<file path="src/rtl/uart_baud_nco_if.sv">
// Rate-select / strobe bundle between register block, UART engines and NCO.
// master: drives en, baud, sync; slave (NCO): drives ticks, phase, flags.
interface uart_baud_nco_if #(
  parameter int OVERSAMPLE = 16
);
  localparam int PH_W = $clog2(OVERSAMPLE);

  logic            en;
  logic [16:0]     baud;
  logic            sync;
  logic            tx_tick;
  logic            rx_tick;
  logic            rx_mid;
  logic [PH_W-1:0] rx_phase;
  logic            baud_chg;
  logic            baud_err;

  modport master (
    output en, baud, sync,
    input  tx_tick, rx_tick, rx_mid,
    input  rx_phase, baud_chg, baud_err
  );

  modport slave (
    input  en, baud, sync,
    output tx_tick, rx_tick, rx_mid,
    output rx_phase, baud_chg, baud_err
  );
endinterface

</file>
<file path="src/rtl/uart_baud_nco.sv">
// Fractional UART baud-tick generator: TX and RX phase-accumulator NCOs.
// Ports: clk, rst (sync, active-high), bus (slave modport):
//   in  en, baud[16:0], sync
//   out tx_tick, rx_tick, rx_mid, rx_phase, baud_chg, baud_err
module uart_baud_nco #(
  parameter int CLK_FREQ   = 100_000_000,
  parameter int OVERSAMPLE = 16,
  parameter int ACC_W      = 32
) (
  input logic            clk,
  input logic            rst,
  uart_baud_nco_if.slave bus
);
  localparam int PH_W  = $clog2(OVERSAMPLE);
  localparam int NRATE = 8;
  localparam logic [2:0] SEL_9600 = 3'd1;

  typedef logic [NRATE-1:0][ACC_W-1:0] inc_tbl_t;

  function automatic longint unsigned rate_of(input int idx);
    case (idx)
      0:       return 64'd4800;
      1:       return 64'd9600;
      2:       return 64'd14400;
      3:       return 64'd19200;
      4:       return 64'd38400;
      5:       return 64'd57600;
      6:       return 64'd115200;
      7:       return 64'd128000;
      default: return 64'd9600;
    endcase
  endfunction

  // Rounded B*mult*2^ACC_W / CLK_FREQ in 64-bit math.
  function automatic logic [63:0] inc_of(
    input longint unsigned b,
    input longint unsigned mult
  );
    logic [63:0] num;
    num = (b * mult) << ACC_W;
    return (num + 64'(CLK_FREQ / 2)) / 64'(CLK_FREQ);
  endfunction

  function automatic inc_tbl_t build_tbl(
    input longint unsigned mult
  );
    inc_tbl_t t;
    for (int i = 0; i < NRATE; i++)
      t[i] = ACC_W'(inc_of(rate_of(i), mult));
    return t;
  endfunction

  localparam inc_tbl_t INC_TX = build_tbl(64'd1);
  localparam inc_tbl_t INC_RX = build_tbl(64'(OVERSAMPLE));
  localparam logic [63:0] INC_RX_MAX =
    inc_of(64'd128000, 64'(OVERSAMPLE));

  if (OVERSAMPLE < 4 || OVERSAMPLE > 64 ||
      (OVERSAMPLE & (OVERSAMPLE - 1)) != 0) begin : g_bad_os
    $error("OVERSAMPLE must be a power of 2 in 4..64");
  end
  if (ACC_W < 16 || ACC_W > 40) begin : g_bad_accw
    $error("ACC_W must be in 16..40");
  end
  if (CLK_FREQ <= 128000 * OVERSAMPLE) begin : g_bad_clk
    $error("CLK_FREQ too low for OVERSAMPLE");
  end
  if (INC_RX_MAX >= (64'd1 << ACC_W)) begin : g_bad_inc
    $error("RX increment overflows accumulator");
  end

  logic [2:0]       dec_sel;
  logic             dec_err;
  logic [2:0]       sel_q, sel_d;
  logic [ACC_W-1:0] acc_tx_q, acc_tx_d;
  logic [ACC_W-1:0] acc_rx_q, acc_rx_d;
  logic [ACC_W:0]   sum_tx, sum_rx;
  logic [PH_W-1:0]  ph_q, ph_d, ph_inc;
  logic             tx_q, tx_d;
  logic             rx_q, rx_d;
  logic             mid_q, mid_d;
  logic             chg_q, chg_d;
  logic             err_q;

  always_comb begin
    dec_sel = SEL_9600;
    dec_err = 1'b0;
    unique case (1'b1)
      (bus.baud == 17'd4800):   dec_sel = 3'd0;
      (bus.baud == 17'd9600):   dec_sel = 3'd1;
      (bus.baud == 17'd14400):  dec_sel = 3'd2;
      (bus.baud == 17'd19200):  dec_sel = 3'd3;
      (bus.baud == 17'd38400):  dec_sel = 3'd4;
      (bus.baud == 17'd57600):  dec_sel = 3'd5;
      (bus.baud == 17'd115200): dec_sel = 3'd6;
      (bus.baud == 17'd128000): dec_sel = 3'd7;
      default:                  dec_err = 1'b1;
    endcase
  end

  always_comb begin
    sum_tx   = {1'b0, acc_tx_q} + {1'b0, INC_TX[sel_q]};
    sum_rx   = {1'b0, acc_rx_q} + {1'b0, INC_RX[sel_q]};
    ph_inc   = ph_q + 1'b1;
    sel_d    = sel_q;
    acc_tx_d = acc_tx_q;
    acc_rx_d = acc_rx_q;
    ph_d     = ph_q;
    tx_d     = 1'b0;
    rx_d     = 1'b0;
    mid_d    = 1'b0;
    chg_d    = 1'b0;
    if (dec_sel != sel_q) begin
      // New rate restarts both NCOs from zero phase.
      sel_d    = dec_sel;
      acc_tx_d = '0;
      acc_rx_d = '0;
      ph_d     = '0;
      chg_d    = 1'b1;
    end else if (bus.en) begin
      acc_tx_d = sum_tx[ACC_W-1:0];
      tx_d     = sum_tx[ACC_W];
      if (bus.sync) begin
        acc_rx_d = '0;
        ph_d     = '0;
      end else begin
        acc_rx_d = sum_rx[ACC_W-1:0];
        rx_d     = sum_rx[ACC_W];
        if (sum_rx[ACC_W]) begin
          ph_d  = ph_inc;
          mid_d = (ph_inc == PH_W'(OVERSAMPLE / 2));
        end
      end
    end
  end

  always_ff @(posedge clk) begin
    if (rst) begin
      sel_q    <= SEL_9600;
      acc_tx_q <= '0;
      acc_rx_q <= '0;
      ph_q     <= '0;
      tx_q     <= 1'b0;
      rx_q     <= 1'b0;
      mid_q    <= 1'b0;
      chg_q    <= 1'b0;
      err_q    <= 1'b0;
    end else begin
      sel_q    <= sel_d;
      acc_tx_q <= acc_tx_d;
      acc_rx_q <= acc_rx_d;
      ph_q     <= ph_d;
      tx_q     <= tx_d;
      rx_q     <= rx_d;
      mid_q    <= mid_d;
      chg_q    <= chg_d;
      err_q    <= dec_err;
    end
  end

  assign bus.tx_tick  = tx_q;
  assign bus.rx_tick  = rx_q;
  assign bus.rx_mid   = mid_q;
  assign bus.rx_phase = ph_q;
  assign bus.baud_chg = chg_q;
  assign bus.baud_err = err_q;
endmodule
</file>
<file path="src/flat_wrapper.sv">
// flat-port wrapper written by rule: the top's interface ports become plain ports
module uart_baud_nco_flat 
#(
  parameter int CLK_FREQ   = 100_000_000,
  parameter int OVERSAMPLE = 16,
  parameter int ACC_W      = 32
)
  (clk, rst, bus_en, bus_baud, bus_sync, bus_tx_tick, bus_rx_tick, bus_rx_mid, bus_rx_phase, bus_baud_chg, bus_baud_err);
  uart_baud_nco_if #(.OVERSAMPLE(OVERSAMPLE)) bus_i ();
  input logic clk;
  input logic rst;
  input wire logic [$bits(bus_i.en)-1:0] bus_en;
  input wire logic [$bits(bus_i.baud)-1:0] bus_baud;
  input wire logic [$bits(bus_i.sync)-1:0] bus_sync;
  output wire logic [$bits(bus_i.tx_tick)-1:0] bus_tx_tick;
  output wire logic [$bits(bus_i.rx_tick)-1:0] bus_rx_tick;
  output wire logic [$bits(bus_i.rx_mid)-1:0] bus_rx_mid;
  output wire logic [$bits(bus_i.rx_phase)-1:0] bus_rx_phase;
  output wire logic [$bits(bus_i.baud_chg)-1:0] bus_baud_chg;
  output wire logic [$bits(bus_i.baud_err)-1:0] bus_baud_err;
  assign bus_i.en = bus_en;
  assign bus_i.baud = bus_baud;
  assign bus_i.sync = bus_sync;
  assign bus_tx_tick = bus_i.tx_tick;
  assign bus_rx_tick = bus_i.rx_tick;
  assign bus_rx_mid = bus_i.rx_mid;
  assign bus_rx_phase = bus_i.rx_phase;
  assign bus_baud_chg = bus_i.baud_chg;
  assign bus_baud_err = bus_i.baud_err;
  uart_baud_nco #(.CLK_FREQ(CLK_FREQ), .OVERSAMPLE(OVERSAMPLE), .ACC_W(ACC_W)) u_core (.clk(clk), .rst(rst), .bus(bus_i));
endmodule
</file>
<file path="config.mk">
export PLATFORM = sky130hd
export DESIGN_NAME = uart_baud_nco_flat
export DESIGN_NICKNAME = d
export VERILOG_FILES = /design/src/rtl/uart_baud_nco_if.sv /design/src/rtl/uart_baud_nco.sv /design/src/flat_wrapper.sv
export SDC_FILE = /design/constraint.sdc
export NUM_CORES = 1
export LEC_CHECK = 0
export ABC_AREA = 1
export BUFFER_PORTS_ARGS = -buffer_cell sky130_fd_sc_hd__buf_4
export CAP_MARGIN = 15
export CORE_ASPECT_RATIO = 0.75
export CORE_MARGIN = 2
export CORE_UTILIZATION = 55
export CTS_BUF_LIST = sky130_fd_sc_hd__clkbuf_4
export DETAILED_ROUTE_END_ITERATION = 10
export PLACE_DENSITY = 0.75
export SKIP_CTS_REPAIR_TIMING = 1
export SYNTH_ARGS = -nofsm -noshare
export SYNTH_HDL_FRONTEND = slang
export SYNTH_SLANG_ARGS = --single-unit
</file>
<file path="constraint.sdc">
create_clock -name clk -period 2.8 [get_ports clk]
set_input_delay 0.56 -clock clk [delete_from_list [all_inputs] [get_ports clk]]
set_output_delay 0.56 -clock clk [all_outputs]
set_load 0.01 [all_outputs]
</file>
* After elaboration in Yosys (flattened, before gate mapping)
Memories as Yosys holds them, arrays and structs flattened. A register that Yosys moved wholly into a read port is not among the register bits.
Cells that the tools add are included.
** Word-level totals
- Register bits after elaboration :: 76
- Bits in latches :: 0
- Bits in writable memories :: 0
- ROM bits :: 512
- Input port bits :: 21
- Memories :: 2
** Operators by class
- Add/sub/neg operators :: 3
- $mul :: 0
- Div/mod/pow operators :: 0
- Order comparisons :: 1
- Eq/ne operators :: 10
- Shift-type cells :: 0
- Muxes and demuxes :: 12
- Bitwise operators :: 2
- Reduce and logical (&&, ||, !) cells :: 7
** Memory list
- (no name shown) :: words 8, width 32, rd ports 1, clocked after memory_dff 1, write ports 0, line uart_baud_nco.sv:102 : sum_tx = {1'b0, acc_tx_q} + {1'b0, INC_TX[sel_q]};
- (no name shown) :: words 8, width 32, rd ports 1, clocked after memory_dff 1, write ports 0, line uart_baud_nco.sv:103 : sum_rx = {1'b0, acc_rx_q} + {1'b0, INC_RX[sel_q]};
** Operators by type and width (number)
- two-way mux 32 bit :: 3
- adder 32 x 32 -> 33 bit :: 2
- == test 17 x 14 -> 1 bit (second input constant) :: 2
- == test 17 x 16 -> 1 bit (second input constant) :: 2
- == test 17 bit (second input constant) :: 2
- case mux 3 bit (7 select lines) :: 1
- == test 17 x 13 -> 1 bit (second input constant) :: 1
- == test 17 x 15 -> 1 bit (second input constant) :: 1
- two-way mux 3 bit :: 4
- two-way mux 4 bit :: 2
- OR reduction 8 bit :: 1
- OR reduction 5 bit :: 1
- adder 4 x 1 -> 4 bit (second input constant) :: 1
- == test 4 bit (second input constant) :: 1
- < comparator 3 x 4 -> 1 bit (second input constant) :: 1
- OR reduction 4 bit :: 1
- != test 3 bit :: 1
- OR reduction 3 bit :: 1
- two-way mux 1 bit :: 2
- NOT 1 bit :: 2
- AND reduction 2 bit :: 1
- nonzero test 2 bit :: 1
- OR reduction 2 bit :: 1

* Depth between registers and ports, before layout
- Depth after elaboration :: 5
- Mapped depth :: 19
- Gate-level depth less buffers :: 19

* Least setup slack after synthesis
OpenSTA, ideal clock, no wires.
- Kind :: input-to-reg
- From :: input bus_baud[11]
- To :: register with a tool-made name
- Library setup time :: 0.115 ns
- Data arrival time :: 2.318 ns
- Required time :: 2.685 ns
- Path slack :: 0.366 ns
- Stages :: 18
- Buffers on the path :: 0
- Cell sequence :: inv_1 > nand2_1 > nor2_1 > nand2_1 > nand2_1 > nand2_1 > nand2_1 > nand2_1 > nand2_1 > nand3_1 > o211ai_1 > nand2_1 > ha_1 > inv_1 > nor2_1 > inv_1 > o21ai_0 > inv_1
** RTL lines
- start, declared :: line flat_wrapper.sv:13 : input wire logic [$bits(bus_i.baud)-1:0] bus_baud;

* Worst setup path after layout
- From :: register u_core.acc_tx_q[0]
- To :: register u_core.acc_tx_q[16]
** On the way
- Cells in the longest elaborated chain, start to end :: 1
** Ends and longest elaborated chain
- start, declared :: line uart_baud_nco.sv:75 : logic [ACC_W-1:0] acc_tx_q, acc_tx_d;
- start signal, assigned :: line uart_baud_nco.sv:150 : acc_tx_q <= acc_tx_d;
- adder 32 x 32 -> 33 bit :: line uart_baud_nco.sv:102
No other way between the ends.
A chain may end at the register's enable or synchronous reset.

==> flow_summary.rst <==
.. list-table::
   :header-rows: 1

   * - Metric
     - Value
   * - Result of the run
     - completed
   * - Layout overhead on the synthesized area
     - 8.14%
   * - Count of max-cap constraint violations
     - 0
   * - Period utilisation layout
     - 90.5%
   * - Data arrival time of the critical path
     - 2.96 ns
   * - Leakage power summed over all cells
     - 3.87 nW
   * - Main area contributors after synthesis
     - dfxtp_1 (27%), nand2_1 (16%), nor2_1 (9.4%)
   * - DRC errors left
     - 0
   * - Synthesized-area fraction occupied by xor and xnor cells
     - 1.27%
   * - CP startpoint kind
     - flip-flop
   * - Synth Flop Type
     - dfxtp_1
   * - Placer's final routability congestion estimate
     - 0.985
   * - Overall overflow remaining after global route
     - 0
   * - Largest voltage drop on the vdd net
     - 246 uV
   * - Boundary pin count
     - 30
   * - Simple-gate share of the synthesized area
     - 36.1%
   * - Category of the most critical setup path
     - flip-flop to flip-flop
   * - CTS Sinks
     - 101
   * - # rows
     - 37
   * - Final number of setup-violating endpoints
     - 0
   * - Crit. End Element
     - flip-flop
   * - Final non-filler cell area
     - 8210 um^2
   * - Detailed-route via count
     - 7,706
   * - Floorplan Core Area
     - 13,600 um^2
   * - Capturing point of the worst reg2reg path
     - u_core.acc_tx_q[16]
   * - Number of cells on the worst reg-to-reg path
     - 13
   * - Vias in the first global route
     - 6,994
   * - Clock tree from TritonCTS
     - done
   * - Dominant combinational cell family by area after synthesis
     - simple AND/OR/NAND/NOR gates
   * - Area of the die
     - 14,800 um^2
   * - Post-Syn Area
     - 7590 um^2
   * - Worst slack at placement
     - -0.0706 ns
   * - Min-delay worst type
     - input pin to flip-flop
   * - Sequential element share of the synthesized area
     - 26.6%
   * - Buffers on Ports
     - 29
   * - Startpoint of the worst-slack reg-to-reg timing path
     - u_core.acc_tx_q[0]
   * - Post-synthesis adder-cell area fraction
     - 9.76%
   * - Biggest area consumer among synthesized cells
     - dfxtp_1
   * - Total number of yosys warnings
     - 0
   * - Hold endpoint
     - u_core.sel_q[1]
   * - Maximum clock rate
     - 0.395 GHz
   * - Maximum number of pins on one net before global-route repair
     - 55
   * - Synth top area share
     - 26.6%
   * - Mean Syn Cell Area
     - 6.15 um^2
   * - Clock latency reported for the late side of the worst-skew pair
     - 0.50 ns
   * - Detailed Route WL
     - 20,500 um
   * - Number of inserted diodes
     - 0
   * - Initial core utilization
     - 55.8%
   * - Total global routing track utilization
     - 28.7%
   * - Max-slew violation count
     - 0
   * - Number of distinct library cells after synthesis
     - 41
   * - Cell area reported after detailed placement
     - 8070 um^2
   * - Detail Placement HPWL
     - 16,300 um
   * - Transition time at the pin with the least slew margin
     - 0.639 ns
   * - Tightest slew margin relative to the limit
     - 57.4%
   * - Max Root-Sink Buffers
     - 2
   * - Layout cell share with drive strength beyond 1
     - 7.76%
   * - Smallest hold slack
     - 0.233 ns
   * - Antenna violations before repair
     - 0
   * - Hold path startpoint
     - rst
   * - Post-DR wirelength/cell
     - 14.1 um
   * - Clock Skew
     - 0.0191 ns
   * - Syn Inst Count
     - 1,235
   * - Total of flip-flops plus latches after synthesis
     - 101
   * - Clock period minus final worst setup slack
     - 2.53 ns
   * - Fraction of the mapped netlist area in compound gates
     - 15.7%
   * - Synth Net Count
     - 1,314
   * - Core utilization of the finished layout
     - 60.3%
   * - Number of enable-type register cells in the synthesized netlist
     - 0
   * - Mux cell area share after synthesis
     - 0.659%
   * - Worst Hold Path Cells
     - 2
   * - Chip Height
     - 106 um
   * - Pre-antenna DRT Iters
     - 6
   * - RSZ-0062 raised after global routing
     - no
   * - Least setup slack across all paths after layout
     - 0.267 ns
   * - First-pass GRT wire length
     - 34,000 um
   * - Maximum level of the CTS H-tree
     - 3
   * - Accumulated negative setup slack
     - 0 ns
   * - Clock root buffer
     - clkbuf_4
   * - CP Max Fanout
     - 4
   * - Number of clock buffers inserted by TritonCTS
     - 9
   * - Number of nets with antenna violations after detailed routing
     - 0
   * - Horizontal extent of the die
     - 140 um
   * - Ratio of total power to cell area
     - 338 nW/um^2
   * - Worst reg2reg setup slack
     - 0.27 ns
   * - Drt first-iter violations
     - 648
   * - Data required time of the worst path
     - 3.23 ns
   * - Vias per cell
     - 5.31
   * - Post-synth ARST share
     - 0%
   * - Final hold violation count
     - 0
   * - Fin nets
     - 1,349
   * - Reg clk slew, reported paths
     - 0.16 ns
[metrics by stage]
step	cells	power (mW)
finish	1450	2.78
global route	1450	2.92
CTS	1450	2.78
detailed placement	1434	2.03
global placement	1434	2.03
floorplan	1235	1.88
[per-layer routing]
metal	global-route usage, %	vias to the layer above	routed length [um]
met2	40.8	266	7810
met4	6.50	0	260
li1	-	4052	-
met1	43.6	3368	10500
met3	6.82	20	1920
met5	0	-	0
[layout by cell type (no fill, tap or decap), types with 7 or more instances in the layout]
cell type    n
nor2_2      14
inv_1      170
clkbuf_4    10
a21o_1      10
dfxtp_1    101
nand4_1     22
ha_1        56
o21bai_1    10
or2_2       10
nor2_1     190
xor2_1       7
nor3_1      20
nand3_1     62
a21oi_1     91
nand2_1    315
buf_4       41
o21ai_0     79
[power breakdown]
part	switching, mW	internal (mW)
clock network	0.556	0.208
registers	0.0245	1.48
logic	0.320	0.191
total	0.900	1.88
[synthesized netlist by cell type (4+ instances only)]
cell,count
clkbuf_1,12
o21bai_1,10
dfxtp_1,101
o21ai_0,81
a21o_1,10
a21oi_1,91
nor3_1,20
xnor2_1,4
nand4_1,22
ha_1,56
a21boi_0,5
xor2_1,7
nor2_4,4
nand2_1,316
nand3_1,63
mux2i_1,5
inv_1,170
nor2_2,13
buf_2,5
nor2_1,191
or2_2,10
nor4_1,5
[worst max-delay path by stage]
stage | startpoint | endpoint
floorplan | bus_baud[11] | flip-flop
global placement | bus_baud[11] | flip-flop
detailed placement | bus_baud[11] | flip-flop
CTS | u_core.acc_tx_q[0] | u_core.acc_tx_q[16]
global route | u_core.acc_tx_q[0] | u_core.acc_tx_q[16]
finish | u_core.acc_tx_q[0] | u_core.acc_tx_q[16]
[final cells by class]
| class | instances | area (um^2) |
|---|---|---|
| Clock buffer | 10 | 75.1 |
| Clock inverter | 6 | 58.8 |
| Fill cell | 1356 | 5400 |
| Inverter | 174 | 653 |
| Multi-Input combinational cell | 941 | 4830 |
| Sequential cell | 101 | 2020 |
| Tap cell | 175 | 219 |
| Timing Repair Buffer | 43 | 348 |
[worst max-delay path, stage by stage (launching register included)]
cell and delay [ns]:
dfxtp_1 0.36, ha_1 0.22, inv_1 0.07, fa_1 0.44
o21ai_0 0.19, buf_4 0.16, nand2_1 0.05, nand2_1 0.12
a21boi_0 0.14, o21ai_0 0.32, nor2_1 0.07, o21ai_0 0.16
inv_1 0.05, nor2_1 0.10
[cell families after synthesis]
kind of cell	after synthesis
multiplexers	5
adder cells (fa/ha/maj)	58
buffers and inverters	193
AND/OR/NAND/NOR	653
AO/OA/AOI/OAI	214
flip-flops	101
XOR/XNOR	11
Note: power is estimated with default switching activity, not from simulation.
